<file path="config.mk">
export PLATFORM = sky130hd
export DESIGN_NAME = ram_2port_rd_ctrl_flat
export DESIGN_NICKNAME = d
export VERILOG_FILES = /design/src/rtl/ram_2port_rd_ctrl_pkg.sv /design/src/rtl/ram_2port_rd_ctrl_if.sv /design/src/rtl/ram_2port_rd_ctrl_rd_lat_pipe.sv /design/src/rtl/ram_2port_rd_ctrl.sv /design/src/flat_wrapper.sv
export SDC_FILE = /design/constraint.sdc
export NUM_CORES = 1
export LEC_CHECK = 0
export BUFFER_PORTS_ARGS = -buffer_cell sky130_fd_sc_hd__buf_2
export CAP_MARGIN = 5
export CORE_UTILIZATION = 53
export CTS_BUF_LIST = sky130_fd_sc_hd__clkbuf_16
export CTS_CLUSTER_SIZE = 28
export DETAILED_ROUTE_END_ITERATION = 8
export MAX_ROUTING_LAYER = met4
export PLACE_DENSITY = 0.78
export SYNTH_ARGS = -nofsm -noshare
export SYNTH_HDL_FRONTEND = slang
export SYNTH_SLANG_ARGS = --single-unit
</file>
<file path="constraint.sdc">
create_clock -name sys_clk -period 2.65 [get_ports sys_clk]
set_input_delay 0.1325 -clock sys_clk [delete_from_list [all_inputs] [get_ports sys_clk]]
set_output_delay 0.1325 -clock sys_clk [all_outputs]
set_load 0.05 [all_outputs]
</file>
<file path="src/rtl/ram_2port_rd_ctrl_pkg.sv">
`default_nettype none
// +----------------------------------------------------------------------------+
// | ram_2port_rd_ctrl_pkg                                                      |
// | Shared RAM geometry, read latency and FSM state encoding (reader + writer) |
// | Revision: 1.0                                                              |
// +----------------------------------------------------------------------------+
package ram_2port_rd_ctrl_pkg;

    localparam int C_ADDR_W     = 5;
    localparam int C_DATA_W     = 8;
    localparam int C_DEPTH      = 32;
    localparam int C_RAM_RD_LAT = 2;
    localparam int C_ERR_W      = 16;

    typedef enum logic [1:0] {
        ST_IDLE  = 2'd0,
        ST_READ  = 2'd1,
        ST_DRAIN = 2'd2,
        ST_DONE  = 2'd3
    } rd_state_t;

endpackage
`default_nettype wire

</file>
<file path="src/rtl/ram_2port_rd_ctrl_if.sv">
`default_nettype none
// +----------------------------------------------------------------------------+
// | ram_2port_rd_ctrl_if                                                       |
// | Writer handshake, RAM read port and checked output stream of the reader    |
// | Revision: 1.0                                                              |
// +----------------------------------------------------------------------------+
interface ram_2port_rd_ctrl_if
    import ram_2port_rd_ctrl_pkg::*;
#(
    parameter int ADDR_W = C_ADDR_W,
    parameter int DATA_W = C_DATA_W,
    parameter int ERR_W  = C_ERR_W
);

    logic              wr_done;
    logic              ram_rd_en;
    logic [ADDR_W-1:0] ram_rd_addr;
    logic [DATA_W-1:0] ram_rd_data;
    logic              rd_busy;
    logic [DATA_W-1:0] dout;
    logic              dout_vld;
    logic              rd_done;
    logic              err_flag;
    logic [ERR_W-1:0]  err_cnt;

    modport master (
        input  wr_done, ram_rd_data,
        output ram_rd_en, ram_rd_addr, rd_busy, dout, dout_vld, rd_done, err_flag, err_cnt
    );

    modport slave (
        output wr_done, ram_rd_data,
        input  ram_rd_en, ram_rd_addr, rd_busy, dout, dout_vld, rd_done, err_flag, err_cnt
    );

endinterface
`default_nettype wire

</file>
<file path="src/rtl/ram_2port_rd_ctrl_rd_lat_pipe.sv">
`default_nettype none
// +----------------------------------------------------------------------------+
// | ram_2port_rd_ctrl_rd_lat_pipe                                              |
// | Valid/address shift register that tracks reads through the RAM latency    |
// | Revision: 1.0                                                              |
// +----------------------------------------------------------------------------+
module ram_2port_rd_ctrl_rd_lat_pipe #(
    parameter int STAGES = 3,
    parameter int TAG_W  = 5
) (
    input  logic             clk,
    input  logic             rst_n,
    input  logic             in_vld,
    input  logic [TAG_W-1:0] in_tag,
    output logic             out_vld,
    output logic             pre_vld,
    output logic [TAG_W-1:0] pre_tag
);

    logic [STAGES-1:0]             r_vld;
    // The tag is consumed one stage before the end, so the final tag stage is never stored.
    logic [STAGES-2:0][TAG_W-1:0]  r_tag;

    always_ff @(posedge clk) begin
        if (!rst_n) begin
            r_vld <= '0;
        end else begin
            r_vld <= {r_vld[STAGES-2:0], in_vld};
        end
    end

    if (STAGES == 2) begin : g_tag_one
        always_ff @(posedge clk) begin
            if (!rst_n) begin
                r_tag <= '0;
            end else begin
                r_tag[0] <= in_tag;
            end
        end
    end else begin : g_tag_shift
        always_ff @(posedge clk) begin
            if (!rst_n) begin
                r_tag <= '0;
            end else begin
                r_tag <= {r_tag[STAGES-3:0], in_tag};
            end
        end
    end

    assign out_vld = r_vld[STAGES-1];
    assign pre_vld = r_vld[STAGES-2];
    assign pre_tag = r_tag[STAGES-2];

endmodule
`default_nettype wire

</file>
<file path="src/rtl/ram_2port_rd_ctrl.sv">
`default_nettype none
// +----------------------------------------------------------------------------+
// | ram_2port_rd_ctrl                                                          |
// | Reads a written RAM block, streams it out and checks data == address      |
// | Revision: 1.0                                                              |
// +----------------------------------------------------------------------------+
module ram_2port_rd_ctrl
    import ram_2port_rd_ctrl_pkg::*;
#(
    parameter int ADDR_W = C_ADDR_W,
    parameter int DATA_W = C_DATA_W,
    parameter int DEPTH  = C_DEPTH,
    parameter int RD_LAT = C_RAM_RD_LAT,
    parameter int ERR_W  = C_ERR_W
) (
    input  logic                sys_clk,
    input  logic                sys_rst_n,
    ram_2port_rd_ctrl_if.master bus
);

    localparam int                STAGES      = RD_LAT + 1;
    localparam logic [ADDR_W-1:0] C_LAST_ADDR = ADDR_W'(DEPTH - 1);

    rd_state_t         r_state;
    logic              r_pending;
    logic              r_rd_en;
    logic [ADDR_W-1:0] r_rd_addr;
    logic              r_busy;
    logic              r_rd_done;
    logic [DATA_W-1:0] r_dout;
    logic              r_err_flag;
    logic [ERR_W-1:0]  r_err_cnt;

    logic              w_out_vld;
    logic              w_pre_vld;
    logic [ADDR_W-1:0] w_pre_tag;
    logic [DATA_W-1:0] w_expected;
    logic              w_mismatch;

    ram_2port_rd_ctrl_rd_lat_pipe #(
        .STAGES (STAGES),
        .TAG_W  (ADDR_W)
    ) u_lat_pipe (
        .clk     (sys_clk),
        .rst_n   (sys_rst_n),
        .in_vld  (r_rd_en),
        .in_tag  (r_rd_addr),
        .out_vld (w_out_vld),
        .pre_vld (w_pre_vld),
        .pre_tag (w_pre_tag)
    );

    always_ff @(posedge sys_clk) begin
        if (!sys_rst_n) begin
            r_state   <= ST_IDLE;
            r_pending <= 1'b0;
            r_rd_en   <= 1'b0;
            r_rd_addr <= '0;
            r_busy    <= 1'b0;
            r_rd_done <= 1'b0;
        end else begin
            r_rd_done <= 1'b0;
            if (bus.wr_done && (r_state != ST_IDLE)) begin
                r_pending <= 1'b1;
            end
            unique case (r_state)
                ST_IDLE: begin
                    if (bus.wr_done || r_pending) begin
                        r_state   <= ST_READ;
                        r_pending <= 1'b0;
                        r_rd_en   <= 1'b1;
                        r_busy    <= 1'b1;
                    end
                end
                ST_READ: begin
                    if (r_rd_addr == C_LAST_ADDR) begin
                        r_state   <= ST_DRAIN;
                        r_rd_en   <= 1'b0;
                        r_rd_addr <= '0;
                    end else begin
                        r_rd_addr <= r_rd_addr + ADDR_W'(1);
                    end
                end
                ST_DRAIN: begin
                    // Words leave contiguously, so an empty pre-stage behind a valid output marks the last one.
                    if (w_out_vld && !w_pre_vld) begin
                        r_state   <= ST_DONE;
                        r_rd_done <= 1'b1;
                    end
                end
                ST_DONE: begin
                    r_state <= ST_IDLE;
                    r_busy  <= 1'b0;
                end
                default: begin
                    r_state <= ST_IDLE;
                end
            endcase
        end
    end

    // RAM q is valid while the word sits one stage short of the output, i.e. the edge that loads dout.
    assign w_expected = DATA_W'(w_pre_tag);
    assign w_mismatch = w_pre_vld && (bus.ram_rd_data != w_expected);

    always_ff @(posedge sys_clk) begin
        if (!sys_rst_n) begin
            r_dout     <= '0;
            r_err_flag <= 1'b0;
            r_err_cnt  <= '0;
        end else begin
            if (w_pre_vld) begin
                r_dout <= bus.ram_rd_data;
            end
            if (w_mismatch) begin
                r_err_flag <= 1'b1;
                if (r_err_cnt != '1) begin
                    r_err_cnt <= r_err_cnt + ERR_W'(1);
                end
            end
        end
    end

    assign bus.ram_rd_en   = r_rd_en;
    assign bus.ram_rd_addr = r_rd_addr;
    assign bus.rd_busy     = r_busy;
    assign bus.dout        = r_dout;
    assign bus.dout_vld    = w_out_vld;
    assign bus.rd_done     = r_rd_done;
    assign bus.err_flag    = r_err_flag;
    assign bus.err_cnt     = r_err_cnt;

endmodule
`default_nettype wire

</file>
<file path="src/flat_wrapper.sv">
// flat-port wrapper written by rule: the top's interface ports become plain ports
module ram_2port_rd_ctrl_flat import ram_2port_rd_ctrl_pkg::*;
#(
    parameter int ADDR_W = C_ADDR_W,
    parameter int DATA_W = C_DATA_W,
    parameter int DEPTH  = C_DEPTH,
    parameter int RD_LAT = C_RAM_RD_LAT,
    parameter int ERR_W  = C_ERR_W
)
  (sys_clk, sys_rst_n, bus_wr_done, bus_ram_rd_data, bus_ram_rd_en, bus_ram_rd_addr, bus_rd_busy, bus_dout, bus_dout_vld, bus_rd_done, bus_err_flag, bus_err_cnt);
  ram_2port_rd_ctrl_if #(.ADDR_W(ADDR_W), .DATA_W(DATA_W), .ERR_W(ERR_W)) bus_i ();
  input  logic sys_clk;
  input  logic sys_rst_n;
  input wire logic [$bits(bus_i.wr_done)-1:0] bus_wr_done;
  input wire logic [$bits(bus_i.ram_rd_data)-1:0] bus_ram_rd_data;
  output wire logic [$bits(bus_i.ram_rd_en)-1:0] bus_ram_rd_en;
  output wire logic [$bits(bus_i.ram_rd_addr)-1:0] bus_ram_rd_addr;
  output wire logic [$bits(bus_i.rd_busy)-1:0] bus_rd_busy;
  output wire logic [$bits(bus_i.dout)-1:0] bus_dout;
  output wire logic [$bits(bus_i.dout_vld)-1:0] bus_dout_vld;
  output wire logic [$bits(bus_i.rd_done)-1:0] bus_rd_done;
  output wire logic [$bits(bus_i.err_flag)-1:0] bus_err_flag;
  output wire logic [$bits(bus_i.err_cnt)-1:0] bus_err_cnt;
  assign bus_i.wr_done = bus_wr_done;
  assign bus_i.ram_rd_data = bus_ram_rd_data;
  assign bus_ram_rd_en = bus_i.ram_rd_en;
  assign bus_ram_rd_addr = bus_i.ram_rd_addr;
  assign bus_rd_busy = bus_i.rd_busy;
  assign bus_dout = bus_i.dout;
  assign bus_dout_vld = bus_i.dout_vld;
  assign bus_rd_done = bus_i.rd_done;
  assign bus_err_flag = bus_i.err_flag;
  assign bus_err_cnt = bus_i.err_cnt;
  ram_2port_rd_ctrl #(.ADDR_W(ADDR_W), .DATA_W(DATA_W), .DEPTH(DEPTH), .RD_LAT(RD_LAT), .ERR_W(ERR_W)) u_core (.sys_clk(sys_clk), .sys_rst_n(sys_rst_n), .bus(bus_i));
endmodule
</file>
Word-level counts from Yosys, hierarchy flattened. Cells that the tools add are included.

Flip-flop bits (word level): 49. Bits of input ports: 11. Output and inout port bits: 34. Word-level logic and storage cells: 50.

$add $sub $neg: 2. Equal/unequal tests: 9. Multiplexer cells: 13. Reduce and logical (&&, ||, !) cells: 14.

Operators by type and width (count): adder 16 x 1 -> 16 bit, second input constant (1); != test 16 bit, second input constant (1); != test 8 x 5 -> 1 bit (1); case mux 2 bit (4 select lines) (1); two-way mux 1 bit (6); two-way mux 2 bit (3); != test 2 x 1 -> 1 bit, second input constant (3); AND reduction 2 bit (3); AND reduction 3 bit (2); nonzero test 2 bit (3); adder 5 x 1 -> 5 bit, second input constant (1); equality test 5 bit, second input constant (1); two-way mux 5 bit (1); equality test 2 bit, second input constant (2); case mux 1 bit (2 select lines) (2); logical AND 1 bit (3); equality test 2 x 1 -> 1 bit, second input constant (1); logical NOT 2 bit (1); logical NOT 1 bit (1); logical OR 1 bit (1).

Depth between registers and ports, before layout. Gate-level depths: netlist of run 1.

Depth after elaboration: 5. Depth in mapped cells: 8. Depth with buffers taken out: 8.

Hierarchy. A second synthesis of run 1 with hierarchy kept.

Cells, all modules: 230. Area, all modules: 2177.1 um^2.

By module, submodules not included: ram_2port_rd_ctrl (instances 1, cells an instance 198, area an instance 1775.5 um^2, sequential area each 720.7 um^2); ram_2port_rd_ctrl_rd_lat_pipe (instances 1, cells an instance 32, area an instance 401.6 um^2, sequential area each 260.2 um^2).

Worst setup path after synthesis of run 1. No wires, ideal clock.

Kind: reg-to-reg. From: register u_core.r_err_cnt[3], in the netlist u_core.bus.err_cnt[3]. To: register u_core.r_err_cnt[15], in the netlist u_core.bus.err_cnt[15]. Library setup time: 71 ps. Data arrival time: 2193 ps. Data required time: 2579 ps. Path slack: 387 ps. Stages on the path, launching flop included: 7. Buffers on the path: 1. Clock period less this slack: 2263 ps. Cell sequence: dfxtp_1 > and4_1 > nand2_2 > or3b_1 > clkbuf_2 > or4_1 > a21oi_1.

Cells in the longest elaborated chain, start to end: 2. Elaborated cells on any way between the ends: 3. Those cells by class: add/sub: 1; eq/ne: 1; reduce/logical: 1.

Ends and longest elaborated chain: from (decl) (RTL line ram_2port_rd_ctrl.sv:32) `logic [ERR_W-1:0] r_err_cnt;`; from (signal assigned) (RTL line ram_2port_rd_ctrl.sv:118) `r_err_cnt <= r_err_cnt + ERR_W'(1);`; branches (longest 2 deep; another with adder 16 x 1 -> 16 bit).

Parallel ways; which one is timed is not known. A chain may end at the register's enable or synchronous reset.

Worst setup path in the final report of run 1.
From: register u_core.r_err_cnt[0], in the netlist u_core.bus.err_cnt[0]. To: register u_core.r_err_cnt[3], in the netlist u_core.bus.err_cnt[3].

The elaborated chain is that of the path after synthesis.

==> results of run 1 <==
==> registers in the layout, summed over array words and instances, names as in the netlist, 2 cells and up <==
register and cells:
u_core.r_state 2, u_core.bus.err_cnt 16, u_core.bus.dout 8, u_core.u_lat_pipe.pre_tag 5, u_core.bus.ram_rd_addr 5, u_core.u_lat_pipe.r_tag 5
u_core.u_lat_pipe.r_vld 3
==> area by class of cell <==
cell class	instances	area [µm²]	share of cell area, %
clock inverter	3	12.5	0.504
tap	48	60.1	2.42
timing repair buffer	46	235	9.48
sequential	49	981	39.5
multi-input combinational	160	1040	41.8
inverter	8	30.0	1.21
clock buffer	5	125	5.04
==> power breakdown <==
part	switching (mW)	leakage [nW]	internal [mW]	total, mW
sequential	0.0448	0.397	0.801	0.846
clock	0.255	0.0687	0.341	0.596
combinational	0.296	0.550	0.149	0.445
==> layer usage <==
layer  part of all wire [%]  wire length, µm
met1                     47             1890
met3                    4.0              159
met4                    1.8               72
met5                      0                0
met2                     47             1880
==> cells by family after synthesis <==
logic type                 count (synthesis)
and+or+nand+nor                           93
DFF                                       49
AOI/OAI and AO/OA                         37
buffers and inverters                     19
muxes                                     16
adders and majority gates                  9
xor gates and xnor gates                   5
==> stage by stage <==
step | power [mW] | std cells | cell area [µm²] | setup slack (ps)
2_1_floorplan | 1.21 | 228 | 2100 | 387
6_report | 1.89 | 319 | 2480 | 474
3_3_place_gp | 1.29 | 311 | 2340 | 567
3_5_place_dp | 1.31 | 311 | 2340 | 513
4_1_cts | 1.90 | 319 | 2480 | 489
5_1_grt | 1.98 | 319 | 2480 | 327
==> layout by cell type, fill, tap and decap left out, types with 6 or more instances in the layout <==
| cell type | n |
|---|---|
| sky130_fd_sc_hd__o21ai_0 | 8 |
| sky130_fd_sc_hd__ha_1 | 9 |
| sky130_fd_sc_hd__nor2_1 | 25 |
| sky130_fd_sc_hd__dfxtp_1 | 49 |
| sky130_fd_sc_hd__nand2b_1 | 6 |
| sky130_fd_sc_hd__buf_2 | 44 |
| sky130_fd_sc_hd__o31ai_1 | 6 |
| sky130_fd_sc_hd__or4_1 | 6 |
| sky130_fd_sc_hd__mux2i_1 | 16 |
| sky130_fd_sc_hd__and2_1 | 12 |
| sky130_fd_sc_hd__inv_1 | 8 |
| sky130_fd_sc_hd__nand2_1 | 13 |
| sky130_fd_sc_hd__a21oi_1 | 18 |
==> worst max-delay path, delay by kind of cell (launching register included) <==
kind            cells  cell delay, ps
compound gates      1              60
fa+ha+maj           1             230
simple gates        4            1330
flops               1             400
==> worst paths after layout <==
kind | from | endpoint | slack [ps] | cells after the start
min reg2reg | u_core.u_lat_pipe.r_tag[4]$_SDFF_PN0_ | u_core.u_lat_pipe.pre_tag[4]$_SDFF_PN0_ | 430 | 1
min | bus_ram_rd_data[5] | u_core.bus.dout[5]$_SDFFE_PN0P_ | 100 | 3
max | u_core.bus.err_cnt[0]$_SDFFE_PN0P_ | u_core.bus.err_cnt[3]$_SDFFE_PN0P_ | 470 | 6
max reg2reg | u_core.bus.err_cnt[0]$_SDFFE_PN0P_ | u_core.bus.err_cnt[3]$_SDFFE_PN0P_ | 470 | 6
==> key figures, run 1 <==
Run status
  • Result of the run: finished, final reports clean

Clock network
  • Bufs on Longest Clock Path: 2
  • Clock buffer count from CTS: 5
  • Clock sink count: 49
  • CTS Hold Bufs: 0
  • TritonCTS clock tree: built
  • Clk slew on worst S/H paths: 70 ps
  • PostCTS Resize Cnt: 0
  • Worst-skew pair later-pin latency: 290 ps
  • Post-CTS setup buffers: 0
  • CTS Root Cell: sky130_fd_sc_hd__clkbuf_16
  • H-tree levels: 2

GRT
  • Number of antenna violations at the first check in global routing: 0
  • Busiest metal layer after global routing: met2
  • Grt total ovfl: 0
  • GR Util All Layers: 20.2%
  • Grt met2 use: 32.9%
  • Met1 Use GR: 22.6%
  • GR met3 Demand/Resource: 6.16%
  • Largest net degree at the start of global routing: 32
  • Wire length of the first global-routing pass: 6370 µm
  • Vias in the first global route: 1484

Synth
  • Synth Register Bits: 49
  • Number of flops mapped to enable cells by yosys: 0
  • Share of synthesized flip-flops with an asynchronous set or reset: 0%
  • Most numerous cell in the Yosys netlist: sky130_fd_sc_hd__dfxtp_1
  • Synthesized net count: 248
  • Simple-gate share of the synthesized area: 24.3%
  • Yosys Warn Count: 0
  • Synthesized-area fraction occupied by xor and xnor cells: 2.09%
  • Most used flip-flop cell after synthesis: sky130_fd_sc_hd__dfxtp_1
  • Yosys cell types: 37
  • Library cell occupying the most area in the post-synthesis netlist: sky130_fd_sc_hd__dfxtp_1
  • Synth top area share: 46.8%
  • Commonest cells in the synthesized netlist: sky130_fd_sc_hd__dfxtp_1, sky130_fd_sc_hd__nor2_1, sky130_fd_sc_hd__a21oi_1
  • Post-synthesis share of cell area spent on full adders, half adders and majority gates: 5.37%
  • Dominant combinational cell family by area after synthesis: simple AND/OR/NAND/NOR gates
  • Multiplexer fraction of the synthesized cell area: 7.64%
  • Share of the synthesized area in compound gates (AO/OA/AOI/OAI): 10.1%
  • Cell types occupying the most area after synthesis: sky130_fd_sc_hd__dfxtp_1, sky130_fd_sc_hd__mux2i_1, sky130_fd_sc_hd__ha_1
  • Post-Syn Area: 2100 µm²
  • Avg Cell Area, Syn: 9.20 µm²
  • Cell count after synthesis: 228
  • Register area share after synthesis: 46.8%

STA
  • Fin Hold WS: 95.6 ps
  • Final Skew: 7.04 ps
  • Final clock period utilization by the worst path: 82.1%
  • Clock period minus final worst setup slack: 2180 ps
  • TNS Setup: 0 ps
  • Max-slew violation count: 0
  • Final setup violating endpoints: 0
  • Actual transition at the worst max-transition pin: 980 ps
  • Maximum clock frequency: 459 MHz
  • Unrepaired setup endpoints after global routing: false
  • Number of hold violations in the final report: 0
  • Slew Limit Headroom: 34.6%

Worst setup path
  • Cell Chain, Critical Path: ha_1 -> nand2_1 -> or3b_1 -> nor2_1 -> or4_2 -> a21oi_1
  • Element type at the critical path start: flip-flop
  • Crit Path Category: reg -> reg
  • Highest-delay cell along the critical path: sky130_fd_sc_hd__nor2_1
  • Kind of capture point of the worst setup path: flip-flop
  • CP Max Fanout: 13
  • Largest incremental delay on the critical path: 580 ps
  • Crit path arrival time: 2310 ps
  • CP required: 2780 ps

Layout
  • Layout cells sized above 1: 20.7%
  • Nets@finish: 290
  • Filler Cells Inserted: 312
  • Ant. Diodes: 0
  • Layout Utilization: 66.8%
  • Syn-to-layout area delta: 18.4%

Detailed routing
  • Per-cell routed wire length: 12.5 µm
  • Post-detailed-route DRC marker count: 0
  • Router iterations before antenna repair: 4
  • Post-route ant nets: 0
  • Per-cell via count in the routed design: 5.44
  • Overall via count from detail_route: 1735
  • Total detailed-routing wirelength: 4000 µm
  • Initial detailed-routing violation count: 90

Floorplanning
  • Die height: 64.9 µm
  • Overall die area: 4210 µm²
  • CORE AREA: 3720 µm²
  • Die X: 64.9 µm
  • Initial Utilization: 56.4%
  • Number of standard-cell rows in the floorplan: 22
  • Top-level I/O count: 45

Placed design
  • Detailed Place HPWL: 2650 µm
  • Placer Congestion: 0.760
  • Port Buffer Count: 44

Power
  • Max rail drop VDD: 0.000605 V
  • Lkg Pwr: 1.02 nW
  • PD cells: 760 nW/µm²

Min path
  • Min-Delay Path Class: in -> reg

Job
  • Number of max-cap violations: 0
No activity file was read; power rests on OpenSTA's default activity.
==> inputs of run 2 (changes only) <==
--- a/config.mk
+++ b/config.mk
@@ -7,12 +7,12 @@
 export LEC_CHECK = 0
 export BUFFER_PORTS_ARGS = -buffer_cell sky130_fd_sc_hd__buf_2
 export CAP_MARGIN = 5
-export CORE_UTILIZATION = 53
+export CORE_UTILIZATION = 48
 export CTS_BUF_LIST = sky130_fd_sc_hd__clkbuf_16
 export CTS_CLUSTER_SIZE = 28
 export DETAILED_ROUTE_END_ITERATION = 8
 export MAX_ROUTING_LAYER = met4
-export PLACE_DENSITY = 0.78
+export PLACE_DENSITY = 0.74
 export SYNTH_ARGS = -nofsm -noshare
 export SYNTH_HDL_FRONTEND = slang
 export SYNTH_SLANG_ARGS = --single-unit
==> constraint.sdc (replaced) <==
create_clock -name sys_clk -period 2 [get_ports sys_clk]
set_input_delay 0.1 -clock sys_clk [delete_from_list [all_inputs] [get_ports sys_clk]]
set_output_delay 0.1 -clock sys_clk [all_outputs]
set_load 0.05 [all_outputs]
==> run 2 against run 1 <==
Power increased by 36%. Clock-buffer cell count unchanged. Worst hold slack got worse by 25 ps. Sequential power increased by 32%. Critical endpoint is now u_core.bus.err_cnt[13]$_SDFFE_PN0P_. Via count increased by 0.58%.
==> key figures, run 2 (same netlist as run 1, synthesis figures left out) <==
Run status
  • Result of the run: finished, final reports clean

Min path
  • Min-Delay Path Class: in -> reg
  • Hold-critical path depth: 3
  • Sink of the worst hold path: u_core.bus.dout[5]$_SDFFE_PN0P_
  • Origin of the worst min-delay path: bus_ram_rd_data[5]

STA
  • Unrepaired setup endpoints after global routing: false
  • Final clock period utilization by the worst path: 93.1%
  • Fin Hold WS: 70.6 ps
  • Maximum clock frequency: 537 MHz
  • Actual transition at the worst max-transition pin: 327 ps
  • Max-slew violation count: 0
  • TNS Setup: 0 ps
  • Slew Limit Headroom: 78.0%
  • Clock period minus final worst setup slack: 1860 ps
  • Final setup violating endpoints: 0
  • Final Skew: 3.60 ps
  • Number of hold violations in the final report: 0

Detailed routing
  • Initial detailed-routing violation count: 90
  • Per-cell via count in the routed design: 5.27
  • Post-detailed-route DRC marker count: 0
  • Per-cell routed wire length: 12.4 µm
  • Post-route ant nets: 0
  • Total detailed-routing wirelength: 4100 µm
  • Router iterations before antenna repair: 4
  • Overall via count from detail_route: 1745

Worst setup path
  • R2r startpoint: u_core.bus.err_cnt[0]$_SDFFE_PN0P_
  • Element type at the critical path start: flip-flop
  • Kind of capture point of the worst setup path: flip-flop
  • Cell Chain, Critical Path: ha_2 -> nand2_1 -> or3b_1 -> or3b_4 -> or4_1 -> a21oi_1
  • CP Max Fanout: 6
  • Crit path arrival time: 2080 ps
  • Crit Path Category: reg -> reg
  • Largest incremental delay on the critical path: 470 ps
  • CP required: 2220 ps
  • Worst flop-to-flop path endpoint: u_core.bus.err_cnt[13]$_SDFFE_PN0P_
  • Highest-delay cell along the critical path: sky130_fd_sc_hd__or4_1
  • Number of cells traversed by the worst register-to-register path: 6
  • Setup slack, reg-to-reg: 140 ps

GRT
  • Largest net degree at the start of global routing: 29
  • Wire length of the first global-routing pass: 6620 µm
  • Number of antenna violations at the first check in global routing: 0
  • GR Util All Layers: 19.6%
  • Grt total ovfl: 0
  • Vias in the first global route: 1519

Layout
  • Syn-to-layout area delta: 24.6%
  • Number of flip-flops under the largest register name: 16
  • Most common cell after layout, fill and taps aside: sky130_fd_sc_hd__buf_2
  • Nets@finish: 300
  • Ant. Diodes: 0
  • Final Cell Area: 2610 µm²
  • Layout cells sized above 1: 29.5%
  • Commonest cells after routing, fill and taps aside: sky130_fd_sc_hd__buf_2, sky130_fd_sc_hd__dfxtp_1, sky130_fd_sc_hd__nor2_1

Floorplanning
  • Overall die area: 4640 µm²
  • CORE AREA: 4090 µm²
  • Die X: 68.1 µm
  • Die height: 68.1 µm
  • Initial Utilization: 51.3%
  • Top-level I/O count: 45
  • Number of standard-cell rows in the floorplan: 23

Power
  • Max rail drop VDD: 0.000712 V
  • PD cells: 979 nW/µm²
  • Lkg Pwr: 1.08 nW

Clock network
  • Post-CTS setup buffers: 0
  • Worst-skew pair later-pin latency: 280 ps
  • Bufs on Longest Clock Path: 2
  • Clk slew on worst S/H paths: 60 ps
  • TritonCTS clock tree: built
  • Clock buffer count from CTS: 5
  • Clock sink count: 49
  • H-tree levels: 2
  • CTS Hold Bufs: 0
  • CTS Root Cell: sky130_fd_sc_hd__clkbuf_16

Placed design
  • Detailed Place HPWL: 2930 µm
  • Placer Congestion: 0.829
  • Port Buffer Count: 44
  • Placed Area: 2460 µm²

Job
  • Number of max-cap violations: 0
run 2: cell count changes in the layout (fill, tap and decap cells not counted), moves of 2 or more:
cell / change
sky130_fd_sc_hd__buf_4: +9
sky130_fd_sc_hd__clkinv_1: -2
sky130_fd_sc_hd__dfxtp_1: -13
sky130_fd_sc_hd__dfxtp_2: +8
sky130_fd_sc_hd__dfxtp_4: +5
sky130_fd_sc_hd__inv_4: +2
run 2: metrics by stage:
step	util, %	cells	total power, mW	setup slack, ps
3_5_place_dp	60.3	323	1.78	79.7
3_3_place_gp	60.3	323	1.76	125
6_report	64.0	331	2.56	139
2_1_floorplan	-	228	1.60	0.665
5_1_grt	64.0	331	2.70	14.6
4_1_cts	63.7	331	2.59	65.7
run 2: layout make-up:
| class | count | area, µm² |
|---|---|---|
| clock buffers | 5 | 125 |
| clock inverters | 3 | 16.3 |
| fillers | 353 | 1470 |
| inverters | 8 | 30.0 |
| multi-input cells | 160 | 1050 |
| flip-flops and latches | 49 | 1010 |
| well taps | 50 | 62.6 |
| repair buffers | 56 | 323 |
run 2: timing repair:
action,in CTS,in global routing
resized for setup,0,3
endpoints found under the hold margin,0,0
setup endpoints to repair,0,3
run 2: power breakdown:
part | switching (mW) | total [mW] | internal [mW]
logic | 0.398 | 0.631 | 0.233
clock network | 0.348 | 0.808 | 0.460
registers | 0.0618 | 1.12 | 1.06
total | 0.807 | 2.56 | 1.75
run 2: layer usage:
| layer | vias to the layer above | wire (µm) | track usage [%] |
|---|---|---|---|
| met5 | - | 0 | - |
| met4 | 0 | 39 | 7.03 |
| met3 | 5 | 138 | 5.50 |
| met2 | 27 | 1970 | 31.6 |
| met1 | 810 | 1950 | 23.3 |
| li1 | 903 | - | - |
run 2: worst max-delay path: cells and delay by family (launching register included):
family	cells	cell delay [ps]
AOI/OAI and AO/OA	1	150
adders and majority gates	1	200
DFF	1	360
and+or+nand+nor	4	1090
run 2: worst max-delay path by stage:
| stage | end | startpoint | slack (ps) |
|---|---|---|---|
| final | u_core.bus.err_cnt[13]$_SDFFE_PN0P_ | u_core.bus.err_cnt[0]$_SDFFE_PN0P_ | 140 |
| after global routing | u_core.r_state[0]$_SDFFE_PN0P_ | u_core.bus.ram_rd_addr[0]$_SDFFE_PN0P_ | 10 |
| after CTS | u_core.bus.err_cnt[13]$_SDFFE_PN0P_ | u_core.bus.err_cnt[0]$_SDFFE_PN0P_ | 70 |
| after detailed placement | u_core.bus.err_cnt[13]$_SDFFE_PN0P_ | u_core.bus.err_cnt[0]$_SDFFE_PN0P_ | 80 |
| after global placement | u_core.bus.err_cnt[15]$_SDFFE_PN0P_ | u_core.bus.err_cnt[0]$_SDFFE_PN0P_ | 120 |
| after floorplan | u_core.bus.err_cnt[15]$_SDFFE_PN0P_ | u_core.bus.err_cnt[1]$_SDFFE_PN0P_ | 0.7 |
==> inputs of run 3 (changes only) <==
--- a/config.mk
+++ b/config.mk
@@ -12,7 +12,7 @@
 export CTS_CLUSTER_SIZE = 28
 export DETAILED_ROUTE_END_ITERATION = 8
 export MAX_ROUTING_LAYER = met4
-export PLACE_DENSITY = 0.74
+export PLACE_DENSITY_LB_ADDON = 0.1
 export SYNTH_ARGS = -nofsm -noshare
 export SYNTH_HDL_FRONTEND = slang
 export SYNTH_SLANG_ARGS = --single-unit
==> run 3 against run 2 <==
Critical path depth stayed put. Worst setup slack worse by 72 ps. Global-route usage is 1.1 points lower. Register-to-register slack worse by 70 ps. Critical endpoint is now u_core.bus.err_cnt[15]$_SDFFE_PN0P_. Largest power group unchanged.
==> key figures, run 3 (same netlist as run 1, synthesis figures left out) <==
Run status
  • Result of the run: finished, final reports clean

Floorplanning
  • Die X: 68.1 µm
  • CORE AREA: 4090 µm²
  • Overall die area: 4640 µm²
  • Top-level I/O count: 45
  • Number of standard-cell rows in the floorplan: 23
  • Initial Utilization: 51.3%
  • Die height: 68.1 µm

Power
  • Logic pwr share: 24.2%
  • Fraction of power spent switching nets: 30.2%
  • Lkg Pwr: 1.08 nW
  • Max rail drop VDD: 0.000946 V
  • Net Sw Power: 0.788 mW
  • P_int: 1.82 mW
  • Proportion of power drawn by flip-flops and latches: 43.0%
  • Clock group share of total power: 32.8%
  • PD cells: 1000 nW/µm²

Detailed routing
  • Post-route ant nets: 0
  • Per-cell routed wire length: 12.3 µm
  • Post-detailed-route DRC marker count: 0
  • Initial detailed-routing violation count: 109
  • Total detailed-routing wirelength: 4030 µm
  • Router iterations before antenna repair: 4
  • Per-cell via count in the routed design: 5.18
  • Overall via count from detail_route: 1700

Clock network
  • Clock buffer count from CTS: 5
  • Worst-skew pair later-pin latency: 280 ps
  • Clock sink count: 49
  • Clk slew on worst S/H paths: 60 ps
  • TritonCTS clock tree: built
  • H-tree levels: 2
  • Bufs on Longest Clock Path: 2
  • CTS Root Cell: sky130_fd_sc_hd__clkbuf_16
  • Post-CTS setup buffers: 0

Layout
  • Number of flip-flops under the largest register name: 16
  • Layout cells sized above 1: 28.4%
  • Commonest cells after routing, fill and taps aside: sky130_fd_sc_hd__buf_2, sky130_fd_sc_hd__dfxtp_1, sky130_fd_sc_hd__nor2_1
  • Syn-to-layout area delta: 24.3%
  • Nets@finish: 298
  • Filler Cells Inserted: 377
  • Final Cell Area: 2610 µm²
  • Most common cell after layout, fill and taps aside: sky130_fd_sc_hd__buf_2
  • Ant. Diodes: 0

Worst setup path
  • Element type at the critical path start: flip-flop
  • CP Max Fanout: 8
  • CP required: 2210 ps
  • Crit path arrival time: 2140 ps
  • Kind of capture point of the worst setup path: flip-flop
  • Crit Path Category: reg -> reg

STA
  • Maximum clock frequency: 517 MHz
  • Final clock period utilization by the worst path: 96.7%
  • Actual transition at the worst max-transition pin: 338 ps
  • TNS Setup: 0 ps
  • Final setup violating endpoints: 0
  • Post-route worst setup slack: 66.9 ps
  • Number of hold violations in the final report: 0
  • Final Skew: 4.12 ps
  • Clock period minus final worst setup slack: 1930 ps
  • Unrepaired setup endpoints after global routing: false
  • Slew Limit Headroom: 77.2%
  • Max-slew violation count: 0
  • Fin Hold WS: 74.1 ps

Job
  • Number of max-cap violations: 0

Placed design
  • Placer Congestion: 0.801
  • Setup Slack @ Placement: 29.1 ps
  • Port Buffer Count: 44
  • Detailed Place HPWL: 2890 µm
  • Placed Area: 2450 µm²

GRT
  • Largest net degree at the start of global routing: 29
  • Grt total ovfl: 0
  • Vias in the first global route: 1352
  • Number of antenna violations at the first check in global routing: 0
  • GR Util All Layers: 18.5%
  • Wire length of the first global-routing pass: 6210 µm

Min path
  • Min-Delay Path Class: in -> reg
[run 3: worst max-delay path: stages, from the launching register on]
cell and delay, ps:
sky130_fd_sc_hd__dfxtp_4 360, sky130_fd_sc_hd__ha_1 230, sky130_fd_sc_hd__nand2_1 110, sky130_fd_sc_hd__or3b_1 130
sky130_fd_sc_hd__or3b_4 420, sky130_fd_sc_hd__or4_1 480, sky130_fd_sc_hd__a21oi_1 140
[run 3: final timing paths]
check,startpoint,end,slack (ps),depth (start not counted)
max,u_core.bus.err_cnt[0]$_SDFFE_PN0P_,u_core.bus.err_cnt[15]$_SDFFE_PN0P_,70,6
min,bus_ram_rd_data[5],u_core.bus.dout[5]$_SDFFE_PN0P_,70,3
max reg2reg,u_core.bus.err_cnt[0]$_SDFFE_PN0P_,u_core.bus.err_cnt[15]$_SDFFE_PN0P_,70,6
min reg2reg,u_core.u_lat_pipe.r_vld[0]$_SDFF_PN0_,u_core.u_lat_pipe.r_vld[1]$_SDFF_PN0_,430,1
[run 3: timing repair]
item | CTS | global route
resized for setup | 0 | 1
setup endpoints to repair | 0 | 4
hold buffers | 0 | 0
[run 3: cell type report]
class | instances | area [µm²] | area share, %
Multi-Input combinational cell | 160 | 1040 | 39.9
Sequential cell | 49 | 1010 | 38.7
Timing Repair Buffer | 54 | 308 | 11.8
Clock buffer | 6 | 150 | 5.76
Tap cell | 50 | 62.6 | 2.40
Inverter | 8 | 30.0 | 1.15
Clock inverter | 1 | 5.00 | 0.192
[run 3: stage by stage]
stage	std cells	total power, mW	util (%)
finish	328	2.61	63.8
detailed placement	321	1.78	59.9
global route	328	2.76	63.8
CTS	328	2.64	63.7
floorplan	228	1.60	-
global placement	321	1.77	59.9
[run 3: layer usage]
layer | global-route usage, % | wire (µm)
met1 | 25.5 | 2030
met2 | 26.0 | 1810
met3 | 4.33 | 153
met4 | 6.77 | 34
met5 | - | 0
[run 3: power by group through the flow]
stage / clock network [mW] / logic [mW] / registers, mW
after floorplan: 0 / 0.315 / 1.29
after global placement: 0 / 0.626 / 1.14
after detailed placement: 0 / 0.632 / 1.14
after CTS: 0.883 / 0.636 / 1.12
after global routing: 0.928 / 0.698 / 1.13
final: 0.858 / 0.632 / 1.12
